**config.mk**
```make
export PLATFORM = sky130hd
export DESIGN_NAME = segment_scanner
export DESIGN_NICKNAME = d
export VERILOG_FILES = /design/src/rtl/simple_pkg.sv /design/src/rtl/hex7seg.sv /design/src/rtl/segment_scanner.sv
export SDC_FILE = /design/constraint.sdc
export NUM_CORES = 1
export LEC_CHECK = 0
export BUFFER_PORTS_ARGS = -buffer_cell sky130_fd_sc_hd__clkbuf_2
export CELL_PAD_IN_SITES_DETAIL_PLACEMENT = 2
export CELL_PAD_IN_SITES_GLOBAL_PLACEMENT = 2
export CORE_ASPECT_RATIO = 1.75
export CORE_MARGIN = 8
export CORE_UTILIZATION = 41
export DETAILED_ROUTE_END_ITERATION = 8
export GPL_ROUTABILITY_DRIVEN = 0
export GPL_TIMING_DRIVEN = 0
export PLACE_DENSITY_LB_ADDON = 0.1
export RECOVER_POWER = 25
export SETUP_SLACK_MARGIN = 0.4
export SLEW_MARGIN = 20
export SYNTH_ARGS = -nofsm -noshare
export SYNTH_HDL_FRONTEND = slang
export SYNTH_HIERARCHICAL = 1
export SYNTH_SLANG_ARGS = --single-unit
```
**constraint.sdc**
```tcl
create_clock -name clock -period 7.9 [get_ports clock]
set_clock_uncertainty 0.05 [all_clocks]
set_input_delay 1.58 -clock clock [delete_from_list [all_inputs] [get_ports clock]]
set_output_delay 1.58 -clock clock [all_outputs]
set_load 0.01 [all_outputs]
```
**src/rtl/simple_pkg.sv**
```systemverilog
// Shared constants for the seven-segment scanner: segment bit positions,
// named glyphs, the hex decode table and the scan FSM encoding.
package simple_pkg;

  localparam int unsigned SEG_A_BIT  = 7;
  localparam int unsigned SEG_B_BIT  = 6;
  localparam int unsigned SEG_C_BIT  = 5;
  localparam int unsigned SEG_D_BIT  = 4;
  localparam int unsigned SEG_E_BIT  = 3;
  localparam int unsigned SEG_F_BIT  = 2;
  localparam int unsigned SEG_G_BIT  = 1;
  localparam int unsigned SEG_DP_BIT = 0;

  localparam logic [7:0] SEG_E     = 8'b10011110;
  localparam logic [7:0] SEG_H     = 8'b01101110;
  localparam logic [7:0] SEG_F     = 8'b10001110;
  localparam logic [7:0] SEG_O     = 8'b00111010;
  localparam logic [7:0] SEG_BLANK = 8'b00000000;

  // Bit order a..g, dp; dp is always clear in the table
  localparam logic [7:0] HEX_TABLE [16] = '{
    8'b11111100, 8'b01100000, 8'b11011010, 8'b11110010,
    8'b01100110, 8'b10110110, 8'b10111110, 8'b11100000,
    8'b11111110, 8'b11110110, 8'b11101110, 8'b00111110,
    8'b10011100, 8'b01111010, 8'b10011110, 8'b10001110
  };

  typedef enum logic {
    ST_BLANK = 1'b0,
    ST_SCAN  = 1'b1
  } scan_state_t;

endpackage

```
**src/rtl/hex7seg.sv**
```systemverilog
// Combinational 4-bit hex to seven-segment decoder with pass-through dp.
module hex7seg
  import simple_pkg::*;
(
  input  logic [3:0] hex,
  input  logic       dp,
  output logic [7:0] seg
);

  logic [7:0] glyph;

  always_comb begin
    glyph             = HEX_TABLE[hex];
    seg               = glyph;
    seg[SEG_DP_BIT]   = dp;
  end

endmodule

```
**src/rtl/segment_scanner.sv**
```systemverilog
// Time-multiplexed seven-segment driver: per-frame shadowed digits, a blank gap
// between digits, registered segment bus and one-hot digit enables.
module segment_scanner
  import simple_pkg::*;
#(
  parameter int NDIGITS = 4,
  parameter int DWELL   = 1024,
  parameter int BLANK   = 16
) (
  input  logic                       clock,
  input  logic                       resetn,
  input  logic [8*NDIGITS-1:0]       digit_in,
  input  logic [NDIGITS-1:0]         raw_mask,
  input  logic                       freeze,
  output logic [7:0]                 segments,
  output logic [NDIGITS-1:0]         digit_sel,
  output logic                       frame_pulse,
  output logic [$clog2(NDIGITS)-1:0] cur_digit
);

  localparam int MAXC = (DWELL > BLANK) ? DWELL : BLANK;
  localparam int CW   = (MAXC > 1) ? $clog2(MAXC) : 1;
  localparam int DW   = $clog2(NDIGITS);

  localparam logic [CW-1:0] DWELL_LAST = CW'(DWELL - 1);
  localparam logic [CW-1:0] BLANK_LAST = CW'(BLANK - 1);
  localparam logic [DW-1:0] DIGIT_LAST = DW'(NDIGITS - 1);

  scan_state_t         state;
  logic [CW-1:0]       cnt;
  logic                init;
  logic [7:0]          shadow [NDIGITS];
  logic [NDIGITS-1:0]  shadow_raw;

  logic [7:0]          cur_byte;
  logic                cur_raw;
  logic [7:0]          dec_pat;
  logic [7:0]          next_pat;
  logic                dwell_done;
  logic                blank_done;
  logic                wrap;
  logic                reload;

  assign dwell_done = (state == ST_SCAN)  && (cnt == DWELL_LAST);
  assign blank_done = (state == ST_BLANK) && (cnt == BLANK_LAST);
  assign wrap       = dwell_done && (cur_digit == DIGIT_LAST);
  // The first edge after reset counts as entry into BLANK at digit 0
  assign reload     = !freeze && (init || wrap);

  assign cur_byte = shadow[cur_digit];
  assign cur_raw  = shadow_raw[cur_digit];

  hex7seg u_hex7seg (
    .hex (cur_byte[3:0]),
    .dp  (cur_byte[4]),
    .seg (dec_pat)
  );

  assign next_pat = cur_raw ? cur_byte : dec_pat;

  always_ff @(posedge clock or negedge resetn) begin
    if (!resetn) begin
      shadow_raw <= '1;
      for (int unsigned i = 0; i < NDIGITS; i++) shadow[i] <= '0;
    end else if (reload) begin
      shadow_raw <= raw_mask;
      for (int unsigned i = 0; i < NDIGITS; i++) shadow[i] <= digit_in[8*i +: 8];
    end
  end

  always_ff @(posedge clock or negedge resetn) begin
    if (!resetn) begin
      state       <= ST_BLANK;
      cnt         <= '0;
      init        <= 1'b1;
      cur_digit   <= '0;
      segments    <= SEG_BLANK;
      digit_sel   <= '0;
      frame_pulse <= 1'b0;
    end else begin
      frame_pulse <= 1'b0;
      if (init) begin
        init  <= 1'b0;
        state <= ST_BLANK;
        cnt   <= '0;
      end else begin
        unique case (state)
          ST_BLANK: begin
            if (blank_done) begin
              state     <= ST_SCAN;
              cnt       <= '0;
              segments  <= next_pat;
              digit_sel <= {{(NDIGITS-1){1'b0}}, 1'b1} << cur_digit;
            end else begin
              cnt <= cnt + 1'b1;
            end
          end
          ST_SCAN: begin
            if (dwell_done) begin
              state     <= ST_BLANK;
              cnt       <= '0;
              segments  <= SEG_BLANK;
              digit_sel <= '0;
              if (wrap) begin
                cur_digit   <= '0;
                frame_pulse <= 1'b1;
              end else begin
                cur_digit <= cur_digit + 1'b1;
              end
            end else begin
              cnt <= cnt + 1'b1;
            end
          end
          default: begin
            state <= ST_BLANK;
            cnt   <= '0;
          end
        endcase
      end
    end
  end

endmodule

```
==> flow_summary.json <==
{
  "status": "finished, violations left",
  "violations": "max-capacitance violations, max-slew violations",
  "slowest_delay_ns": 1.37,
  "cp_slowest_cell": "clkbuf_1",
  "wl_per_cell_um": 21.7,
  "fin_crit_ns": 4.10,
  "grt_max_degree": 34,
  "synth.yosys.warnings": 6,
  "ys_types": 40,
  "diodes": 0,
  "multiInputGateArea_um2": 1450,
  "ff_latch_area_um2": 1580,
  "worstPathCellList": "clkbuf_1 -> clkbuf_1",
  "grt_first_pass_wirelength_um": 13900,
  "worstPathMaxFanout": 33,
  "yosysSeqAreaShare": 0.500,
  "dpl.cell_count": 380,
  "tns_ns": 0,
  "wl_met2_um": 5170,
  "crit_required_ns": 7.95,
  "io_pins": 54,
  "placed_area_um2": 3560,
  "synth_seq_cells": 63,
  "hold_viol": 0,
  "fillers": 758,
  "layout_common_cells": "dfrtp_1, clkbuf_2, mux2_2",
  "syn_to_final_growth_pct": 21.6,
  "setup_slack_ns": 3.80,
  "vdd_drop_max_mv": 0.158,
  "whs_ns": 0.446,
  "postSynthCellCount": 238,
  "crit_family": "buffers and inverters",
  "cts.sinks": 63,
  "cts_tree": "yes",
  "row_count": 42,
  "ctsResizeCount": 0,
  "finish.instance_area_um2": 3850,
  "routed.top_layer": "met4",
  "netlist_top_cells_area": "dfrtp_1, mux2_2, mux4_2",
  "powerDensity_nw_per_um2": 234,
  "htree_levels": 3,
  "ant_nets": 0,
  "final_common_cell": "dfrtp_1",
  "wl_met3_um": 237,
  "hold_buffers": 0,
  "rsz0062_at_grt": "false",
  "setup_viol": 0,
  "hpwl_um": 6390,
  "cts_buffers": 9,
  "final_nets": 354,
  "final_max_slew_viol_count": 66,
  "synth_nets": 289,
  "drtPass1Iterations": 4,
  "clkTransAtPathRegs_ns": 0.05,
  "vias_per_cell": 5.44,
  "design.core.area_um2": 7510,
  "dieArea_um2": 10900,
  "max-cap-violations": 2,
  "critical_path_class": "in -> async",
  "end_kind": "asynchronous set/reset pin",
  "place_ws_ns": 4.54,
  "clock_path_buffers": 2,
  "avgSynthCellArea_um2": 13.3,
  "p_leak_uw": 0.00177,
  "num_vias": 2155,
  "root_buffer": "clkbuf_16",
  "fin_cells": 396,
  "synthesis.area_um2": 3160,
  "die_h_um": 132,
  "setup.worst_path.start_class": "primary input",
  "drt-initial-drc-count": 76,
  "drive_above_1_share": 0.438,
  "worst_slew_pin_slew_ns": 1.79,
  "clock_latency_ns": 0.33,
  "worstPathArrival_ns": 4.15,
  "yosysTopAreaCell": "dfrtp_1",
  "grtUsageTotal": 0.175,
  "drcViolationCount": 0,
  "crit_top_cell": "clkbuf_1",
  "cts_setup_buffers": 0,
  "grt.overflow.total": 0,
  "max_freq_mhz": 244,
  "slew_headroom": -0.192,
  "die_x_um": 82.4,
  "routed_wirelength_um": 8590,
  "period_share": 0.519,
  "start_util": 0.421,
  "met1Wirelength_um": 2950,
  "portBuffers": 53,
  "min_path_type": "reg -> reg",
  "grt_pass1_vias": 2496,
  "cp_num_buf_inv": 2,
  "synth.top_cell.area_share": 0.459,
  "antenna_found_initial": 0
}
==> cell families (layout without fill, tap and decap cells) <==
family          after synthesis  count (layout)  share of synthesized area
buf+inv                      27              97                     0.0396
flops                        63              63                      0.500
xor+xnor                      8               8                     0.0222
simple gates                 43              43                     0.0779
other cells                   1               1                    0.00119
compound gates               19              19                     0.0447
fa+ha+maj                    12              12                     0.0475
mux                          65              65                      0.267
==> path summary, 6_finish.rpt <==
path	cells after the start	to	slack [ns]	start
worst max-delay path	2	cnt[4]	3.80	resetn
worst min-delay path	1	cnt[0]	0.45	cnt[0]
worst max register to register	8	segments[4]	4.62	cur_digit[0]
worst min register to register	1	cnt[0]	0.45	cnt[0]
max in group clock	8	segments[4]	4.62	cur_digit[0]
min in group asynchronous	1	shadow[22]	1.62	resetn
==> synth_stat cells <==
| library cell | number |
|---|---|
| nor3_1 | 12 |
| nand3b_1 | 1 |
| or2b_1 | 1 |
| mux2i_1 | 10 |
| and4_1 | 1 |
| buf_4 | 1 |
| o22ai_1 | 8 |
| o32a_1 | 1 |
| buf_6 | 2 |
| buf_1 | 1 |
| nand4_1 | 1 |
| buf_2 | 4 |
| nand2_1 | 5 |
| o31a_2 | 1 |
| a311oi_1 | 1 |
| mux2_2 | 43 |
| and3_1 | 3 |
| dfrtp_1 | 58 |
| conb_1 | 1 |
| a21oi_1 | 5 |
| mux4_1 | 1 |
| nor3b_1 | 1 |
| and4_2 | 1 |
| a211oi_4 | 1 |
| a31o_1 | 1 |
| a41oi_1 | 1 |
| nand3_1 | 4 |
| nand2b_1 | 1 |
| and2_1 | 1 |
| xnor2_1 | 2 |
| xor2_1 | 6 |
| nor2_1 | 4 |
| or4_4 | 2 |
| nor2b_1 | 5 |
| dfstp_2 | 5 |
| inv_1 | 15 |
| mux4_2 | 9 |
| clkbuf_1 | 4 |
| ha_1 | 12 |
| mux2_4 | 2 |
==> final cells by class <==
class / count / area share
sequential: 63 / 0.412
multi-input combinational: 148 / 0.377
clock buffer: 13 / 0.0703
timing repair buffer: 54 / 0.0696
tap: 88 / 0.0286
buffer: 12 / 0.0179
inverter: 15 / 0.0146
clock inverter: 3 / 0.0104
==> metal layers <==
layer  global-route usage  vias up
met1                0.173     1127
met5                    0        -
met3               0.0294       11
li1                     -      984
met4                0.102        0
met2                0.319       33
==> stage by stage <==
step | power, uW | utilization
after floorplan | 456 | -
after global placement | 494 | 0.471
after detailed placement | 501 | 0.474
after CTS | 916 | 0.515
after global routing | 938 | 0.512
final | 902 | 0.512
==> registers in the layout (all words and copies together) (netlist names) <==
signal and flops:
cnt 10, cur_digit 2, digit_sel 4, frame_pulse 1
init 1, segments 8, shadow 32, shadow_raw 4
state 1
==> power by group <==
part,internal [uW],leakage [uW],total (uW),switching [uW]
sequential,354,0.000788,371,16.6
clock,269,0.000156,407,138
combinational,66.6,0.000828,124,57.2
total,690,0.00177,902,212
Power figures use the tool's default switching activity.
